$ cat src/rtl/keypad_conditioner.sv
// Synchronizes, debounces and edge-detects 8 mole buttons into a one-hot press handshake.
// Latency: a stable raw change shows up on held after DEBOUNCE_CYCLES+2 edges, key_valid one edge later.
// Backpressure: a single-entry buffer held until ack; a press arriving while full and un-acked is dropped with an overrun pulse.
module keypad_conditioner #(
  parameter int DEBOUNCE_CYCLES = 50000,
  parameter int CNT_W           = 16
) (
  input  logic       clk,
  input  logic       RESET,
  input  logic [7:0] keypad,
  input  logic       ack,
  output logic       key_valid,
  output logic [7:0] key_code,
  output logic [2:0] key_index,
  output logic [7:0] held,
  output logic       overrun,
  output logic       reject,
  output logic [7:0] press_cnt
);

  localparam logic [CNT_W-1:0] CNT_LAST = CNT_W'(DEBOUNCE_CYCLES - 1);

  typedef enum logic {EMPTY, FULL} state_t;

  logic [7:0]       s1, s2, prev;
  logic [CNT_W-1:0] cnt;
  logic [7:0]       held_d;
  logic [7:0]       rise;
  logic             press_evt;
  logic             multi_key;
  state_t           state;

  // Number of set bits, used to tell a clean single-key press from a chord.
  function automatic logic [3:0] popcount8(input logic [7:0] v);
    logic [3:0] n;
    n = 4'd0;
    for (int i = 0; i < 8; i++) begin
      n = n + {3'b000, v[i]};
    end
    return n;
  endfunction

  // Binary index of the (single) set bit; only meaningful for one-hot inputs.
  function automatic logic [2:0] encode8(input logic [7:0] v);
    logic [2:0] idx;
    idx = 3'd0;
    for (int i = 0; i < 8; i++) begin
      if (v[i]) idx = i[2:0];
    end
    return idx;
  endfunction

  // Two-flop synchronizer plus one extra stage so the debouncer can see sample-to-sample change.
  always_ff @(posedge clk) begin
    if (RESET) begin
      s1   <= 8'h00;
      s2   <= 8'h00;
      prev <= 8'h00;
    end else begin
      s1   <= keypad;
      s2   <= s1;
      prev <= s2;
    end
  end

  // Vector-wide debounce: any movement on any key restarts the count; accept after a full stable run.
  always_ff @(posedge clk) begin
    if (RESET) begin
      cnt    <= '0;
      held   <= 8'h00;
      held_d <= 8'h00;
    end else begin
      held_d <= held;
      if ((s2 != prev) || (s2 == held)) begin
        cnt <= '0;
      end else if (cnt == CNT_LAST) begin
        held <= s2;
        cnt  <= '0;
      end else begin
        cnt <= cnt + CNT_W'(1);
      end
    end
  end

  // Only newly pressed keys count as events; releases are ignored.
  assign rise      = held & ~held_d;
  assign press_evt = |rise;
  assign multi_key = (popcount8(held) >= 4'd2);
  assign key_valid = (state == FULL);

  // One-entry output buffer; code/index are cleared whenever the buffer empties so they read 0 when idle.
  always_ff @(posedge clk) begin
    if (RESET) begin
      state     <= EMPTY;
      key_code  <= 8'h00;
      key_index <= 3'd0;
      overrun   <= 1'b0;
      reject    <= 1'b0;
      press_cnt <= 8'h00;
    end else begin
      overrun <= 1'b0;
      reject  <= 1'b0;
      if (press_evt && multi_key) begin
        // Chords are never loaded, but an ack in the same cycle still consumes the pending entry.
        reject <= 1'b1;
        if ((state == FULL) && ack) begin
          state     <= EMPTY;
          key_code  <= 8'h00;
          key_index <= 3'd0;
        end
      end else if (press_evt) begin
        if ((state == EMPTY) || ack) begin
          state     <= FULL;
          key_code  <= held;
          key_index <= encode8(held);
          press_cnt <= press_cnt + 8'd1;
        end else begin
          overrun <= 1'b1;
        end
      end else if ((state == FULL) && ack) begin
        state     <= EMPTY;
        key_code  <= 8'h00;
        key_index <= 3'd0;
      end
    end
  end

endmodule

$ cat config.mk
export PLATFORM = sky130hd
export DESIGN_NAME = keypad_conditioner
export DESIGN_NICKNAME = d
export VERILOG_FILES = /design/src/rtl/keypad_conditioner.sv
export SDC_FILE = /design/constraint.sdc
export NUM_CORES = 1
export LEC_CHECK = 0
export ABC_AREA = 1
export BUFFER_PORTS_ARGS = -buffer_cell sky130_fd_sc_hd__buf_2
export CORE_ASPECT_RATIO = 1.4
export CORE_MARGIN = 8
export CORE_UTILIZATION = 50
export CTS_CLUSTER_DIAMETER = 150
export DETAILED_ROUTE_END_ITERATION = 16
export PLACE_DENSITY = 0.75
export SLEW_MARGIN = 5
export SYNTH_ARGS = -nofsm -noshare
export SYNTH_HDL_FRONTEND = slang
export SYNTH_SLANG_ARGS = --single-unit
$ cat constraint.sdc
create_clock -name clk -period 4.34 [get_ports clk]
set_input_delay 0.651 -clock clk [delete_from_list [all_inputs] [get_ports clk]]
set_output_delay 0.651 -clock clk [all_outputs]
set_load 0.005 [all_outputs]
==> results of run 1 <==
-- power groups by stage --
stage               Sequential, mW  Combinational [mW]  Clock, mW
floorplan                    0.746              0.0539          0
global placement             0.747              0.0625          0
detailed placement           0.747              0.0639          0
CTS                          0.730              0.0641      0.596
global route                 0.731              0.0719      0.628
finish                       0.730              0.0634      0.583
-- final timing paths --
kind	start	to
worst max-delay path	held[1]$_SDFFE_PP0P_	key_index[0]$_SDFFE_PP0P_
worst min-delay path	s1[0]$_SDFF_PP0_	s2[0]$_SDFF_PP0_
worst max register to register	held[1]$_SDFFE_PP0P_	key_index[0]$_SDFFE_PP0P_
worst min register to register	s1[0]$_SDFF_PP0_	s2[0]$_SDFF_PP0_
-- routing by layer --
| metal | wire length (um) | up-vias |
|---|---|---|
| li1 | - | 1466 |
| met1 | 2930 | 1250 |
| met2 | 3360 | 56 |
| met3 | 362 | 11 |
| met4 | 187 | 0 |
| met5 | 0 | - |
-- kinds of logic (layout without fill, tap and decap cells) --
logic type | after synthesis | count (layout) | share of synthesized area
and+or+nand+nor | 229 | 229 | 0.303
AOI/OAI and AO/OA | 33 | 33 | 0.0492
adders and majority gates | 9 | 9 | 0.0410
DFF | 78 | 78 | 0.449
xor gates and xnor gates | 23 | 23 | 0.0579
buffers and inverters | 86 | 132 | 0.100
-- state kept, by name, summed over array words and instances (netlist names) --
name / cells
prev: 8
held_d: 8
held: 8
cnt: 16
overrun: 1
key_index: 3
s2: 8
key_valid: 1
reject: 1
s1: 8
key_code: 8
press_cnt: 8
-- cell type report --
type                            instances  area [um^2]
Fill cell                             665         2890
Tap cell                               95          119
Multi-Input combinational cell        294         1570
Clock inverter                          6         87.6
Inverter                               76          285
Timing Repair Buffer                   41          208
Sequential cell                        78         1560
Clock buffer                            9          124
-- layout by cell type (no fill, tap or decap), drive strengths merged, types with 12 or more instances in the layout --
| cell | instances |
|---|---|
| nand2 | 112 |
| nor2 | 84 |
| dfxtp | 78 |
| inv | 76 |
| buf | 41 |
| o21ai | 17 |
| nand3 | 16 |
| a21oi | 15 |
| nand4 | 13 |
| xor2 | 12 |
-- stage by stage --
stage / setup WS [ns] / cells / util / hold slack [ns]
global route: 0.0857 / 599 / 0.578 / 0.428
floorplan: 0.901 / 458 / - / 0.388
finish: 0.360 / 599 / 0.578 / 0.403
global placement: 0.585 / 584 / 0.547 / 0.389
CTS: 0.377 / 599 / 0.578 / 0.403
detailed placement: 0.401 / 584 / 0.547 / 0.392
-- worst reg2reg max path, stage by stage (launching register included) --
cell	delay (ns)
dfxtp_1	0.41
inv_1	0.12
fa_1	0.51
fa_1	0.52
fa_1	0.41
inv_1	0.07
ha_1	0.15
inv_1	0.05
fa_1	0.47
o21ai_0	0.08
a21oi_1	0.25
nand3_2	0.29
inv_2	0.33
nand2_1	0.09
a21oi_1	0.15
==> summary.txt, run 1 <==
Pwr
  • Pwr dens: 348 nW/um^2
  • VDD IR max: 0.000285 V
  • Sw Ratio: 0.227
  • Sequential power share: 0.530
  • Clock Power Share: 0.424
  • Leakage: 1.77 nW
  • Post-layout total power: 1.38 mW
  • Int Pwr: 1.06 mW
  • Combinational power share: 0.046
  • Psw: 0.312 mW

STA
  • RSZ-0062 raised after global routing: no
  • Setup TNS: 0 ns
  • Final worst path period need: 3.98 ns
  • Clock skew: 0.00783 ns
  • Tcrit/Tclk final: 0.917
  • F_max: 251 MHz
  • Final setup fails: 0
  • Max-slew violation count: 0
  • Worst-Margin Slew: 0.671 ns
  • Max-slew headroom: 0.552
  • Final Hold Fails: 0

Synth
  • Sequential cell area fraction in the yosys report: 0.449
  • Warnings, synthesis: 0
  • Top_reg_cell synth: dfxtp_1
  • Commonest cells post-synth: 109 x nand2_1, 78 x dfxtp_1, 70 x nor2_1
  • Synth cell types: 29
  • Synth async-reset ratio: 0
  • Post-synth top area share: 0.449
  • Mapped Area: 3480 um^2
  • Post-synth EDFFs: 0
  • Synth area leaders: dfxtp_1 45%, nand2_1 12%, nor2_1 7.5%
  • Seq cells post-synth: 78
  • Most numerous cell in the Yosys netlist: nand2_1
  • Largest area contributor in the synthesized netlist: dfxtp_1
  • Synthesized Nets: 478
  • Syn Area/Cell: 7.60 um^2
  • Post-Synthesis Cells: 458

Status
  • Outcome: complete, no violations

Hold path
  • Hold path cells: 2
  • Hold WC Path Type: flop to flop

Clocking
  • Worst-path clk slew: 0.08 ns
  • H-tree depth: 3
  • CTS Hold Buffers Added: 0
  • Post-CTS setup buffer count: 0
  • CTS Buf Count: 9
  • Cts repair resizes: 0
  • Clock Sinks: 78
  • Clock root cell: clkbuf_8
  • Longest Clk Path Bufs: 2
  • Clk_lat worst skew: 0.36 ns
  • CTS tree: yes

Critical path
  • Cells along the critical path: inv_1 > fa_1 > fa_1 > fa_1 > inv_1 > ha_1 > inv_1 > fa_1 > o21ai_0 > a21oi_1 > nand3_2 > inv_2 > nand2_1 > a21oi_1
  • Crit path capture type: flop
  • Crit path largest cell delay: 0.52 ns
  • Critical Path Start Type: flop
  • Crit. path cell count: 14
  • Slowest cell on the critical path: fa_1
  • Top delay family on crit path: adder cells
  • Critical path's most frequent cell: fa_1
  • Worst-path fanout max: 18
  • Crit path buffers/inverters: 4
  • R2R cell count: 14
  • Flop-to-flop setup slack: 0.36 ns
  • Required @ worst endpoint: 4.63 ns
  • WS Path Type: flop to flop
  • Crit path DAT: 4.27 ns

Global routing
  • Largest net degree at the start of global routing: 45
  • Met1 GRT Util: 0.159
  • Met3 Usage GRT: 0.0489
  • Vias in the first global route: 2649
  • Global Route Usage Sum: 0.150
  • First-pass GRT wire length: 11.7 mm
  • Grt met2 use: 0.255
  • Total gr overflow: 0
  • GR peak layer: met2
  • Initial antenna violation count: 0

Routing
  • Post-Route WL: 6.84 mm
  • Post-route ant nets: 0
  • Routed vias: 2783
  • Drt first pass iters: 4
  • Avg WL per Cell: 11.4 um
  • DR iter-0 viols: 151
  • DRC: 0
  • Post-DR vias/cell: 4.65

Finish
  • Ant diodes: 0
  • Layout cells sized above 1: 0.171
  • Synthesis-to-layout area growth: 13.6%
  • Final nets: 520
  • Finished layout cell area: 3960 um^2

Floorplanning
  • # IOs: 41
  • Row cnt: 36
  • Die width: 86.5 um
  • Die Height: 115 um
  • Die area: 9930 um^2
  • Initial core utilization: 0.508
  • Core area: 6850 um^2

Placement
  • Placed cell area: 3740 um^2
  • Port bufs: 40
  • DP Wirelength: 5.04 mm
  • GPL Wtd Cong: 0.829

Run
  • Max_cap viols: 0
(Power assumes the default switching activity.)
==> run 2, diff against run 1 <==
Settings changed: CTS_CLUSTER_SIZE set to 28, REMOVE_ABC_BUFFERS set to 1, SLEW_MARGIN 5 to 25.
==> summary.txt, run 2 (synthesis results as in run 1) <==
Status
  • Outcome: complete, no violations

Clocking
  • Worst-path clk slew: 0.08 ns (about the same)
  • CTS Buf Count: 9 (unchanged)
  • H-tree depth: 3 (unchanged)
  • Clk_lat worst skew: 0.35 ns (about the same)
  • CTS Hold Buffers Added: 0 (unchanged)
  • Post-CTS setup buffer count: 0 (unchanged)
  • CTS tree: yes
  • Clock root cell: clkbuf_8
  • Longest Clk Path Bufs: 2 (unchanged)
  • Cts repair resizes: 0 (unchanged)
  • Clock Sinks: 78 (unchanged)

Global routing
  • Total gr overflow: 0 (unchanged)
  • Vias in the first global route: 2738 (+3.4%)
  • Largest net degree at the start of global routing: 45 (unchanged)
  • First-pass GRT wire length: 11.7 mm (-0.17%)
  • Global Route Usage Sum: 0.147 (-0.00292)
  • Initial antenna violation count: 0 (unchanged)

Finish
  • Non-filler cells, final: 600 (+0.17%)
  • Leading cell types in the layout, fill and taps excluded: 109 x nand2_1, 78 x dfxtp_1, 70 x nor2_1
  • Final nets: 520 (unchanged)
  • Reg with most FFs: cnt
  • Layout cells sized above 1: 0.172 (+0.00164)
  • Max reg flops: 16 (unchanged)
  • Final core occ: 0.586 (+0.00841)
  • Ant diodes: 0 (unchanged)
  • Synthesis-to-layout area growth: 15.3%
  • Commonest non-fill, non-tap cell in the layout: nand2_1

STA
  • Max-slew headroom: 0.565 (+0.0134)
  • Tcrit/Tclk final: 0.903 (-0.0142)
  • Clock skew: 0.0106 ns (+0.00272 ns)
  • Max-slew violation count: 0 (unchanged)
  • F_max: 255 MHz (+1.6%)
  • Final worst path period need: 3.92 ns (-0.0616 ns)
  • Final Hold Fails: 0 (unchanged)
  • Setup TNS: 0 ns (unchanged)
  • Hold WS: 0.400 ns (-0.00227 ns)
  • Final setup fails: 0 (unchanged)
  • Worst-Margin Slew: 0.651 ns (-0.0201 ns)
  • RSZ-0062 raised after global routing: no

Pwr
  • Sequential power share: 0.485 (-0.045)
  • Pwr dens: 375 nW/um^2 (+7.8%)
  • Sw Ratio: 0.211 (-0.0153)
  • Combinational power share: 0.042 (-0.004)
  • Psw: 0.318 mW (+2.0%)
  • VDD IR max: 0.000202 V (-29%)
  • Clock Power Share: 0.473 (+0.049)
  • Int Pwr: 1.19 mW (+12%)
  • Leakage: 1.79 nW (+1.2%)
  • Post-layout total power: 1.51 mW (+9.3%)

Routing
  • Post-DR vias/cell: 4.70 (+1.1%)
  • DRC: 0 (unchanged)
  • DR iter-0 viols: 103 (-32%)
  • Post-Route WL: 6.77 mm (-0.99%)
  • Post-route ant nets: 0 (unchanged)
  • Routed vias: 2819 (+1.3%)
  • Drt first pass iters: 4 (unchanged)
  • Avg WL per Cell: 11.3 um (-1.2%)

Floorplanning
  • Core area: 6850 um^2 (unchanged)
  • Row cnt: 36 (unchanged)
  • # IOs: 41 (unchanged)
  • Initial core utilization: 0.508 (unchanged)
  • Die area: 9930 um^2 (unchanged)
  • Die width: 86.5 um (unchanged)
  • Die Height: 115 um (unchanged)

Critical path
  • Crit path DAT: 4.21 ns (-0.06 ns)
  • Critical Path Start Type: flop
  • WS Path Type: flop to flop
  • Worst-path fanout max: 18 (unchanged)
  • Required @ worst endpoint: 4.63 ns (about the same)
  • Crit path capture type: flop

Placement
  • Cells after DPL: 584 (unchanged)
  • DP Wirelength: 4.96 mm (-1.7%)
  • GPL Wtd Cong: 0.862 (+4.0%)
  • Port bufs: 40 (unchanged)

Hold path
  • Hold WC Path Type: flop to flop

Run
  • Max_cap viols: 0 (unchanged)
-- run 2: power groups by stage --
stage | combinational, mW | clock [mW] | sequential (mW)
3_5_place_dp | 0.0650 | 0 | 0.747
2_1_floorplan | 0.0454 | 0 | 0.746
5_1_grt | 0.0720 | 0.753 | 0.731
4_1_cts | 0.0652 | 0.724 | 0.730
6_report | 0.0638 | 0.712 | 0.730
3_3_place_gp | 0.0642 | 0 | 0.747
-- run 2: final cells by class --
type                            instances  area [um^2]
Fill cell                             687         2830
Sequential cell                        78         1560
Timing Repair Buffer                   41          208
Multi-Input combinational cell        294         1570
Inverter                               76          285
Clock inverter                          7          145
Clock buffer                            9          124
Tap cell                               95          119
-- run 2: stage by stage --
stage	area [um^2]	setup slack (ns)
floorplan	3420	0.777
global placement	3740	0.541
detailed placement	3740	0.424
CTS	4010	0.412
global route	4010	0.142
finish	4010	0.421
-- run 2: final timing paths --
| check | from | to | slack (ns) | cells past startpoint |
|---|---|---|---|---|
| worst min register to register | s1[4]$_SDFF_PP0_ | s2[4]$_SDFF_PP0_ | 0.40 | 2 |
| worst max register to register | held[1]$_SDFFE_PP0P_ | key_index[0]$_SDFFE_PP0P_ | 0.42 | 14 |
| worst min-delay path | s1[4]$_SDFF_PP0_ | s2[4]$_SDFF_PP0_ | 0.40 | 2 |
| worst max-delay path | held[1]$_SDFFE_PP0P_ | key_index[0]$_SDFFE_PP0P_ | 0.42 | 14 |
-- run 2: routing by layer --
layer  share of wire  vias up  wire [um]  global-route usage
met2            0.51       59       3440               0.269
li1                -     1470          -                   -
met4           0.028        0        192              0.0854
met3           0.053       15        358              0.0388
met1            0.41     1275       2790               0.143
met5               0        -          0                   0
-- run 2: worst max-delay path: stages, from the launching register on --
cell	delay, ns
dfxtp_1	0.39
inv_1	0.11
fa_1	0.50
fa_1	0.51
fa_1	0.41
inv_1	0.07
ha_1	0.16
inv_1	0.06
fa_1	0.47
o21ai_0	0.08
a21oi_1	0.25
nand3_2	0.30
inv_2	0.33
nand2_1	0.10
a21oi_1	0.14
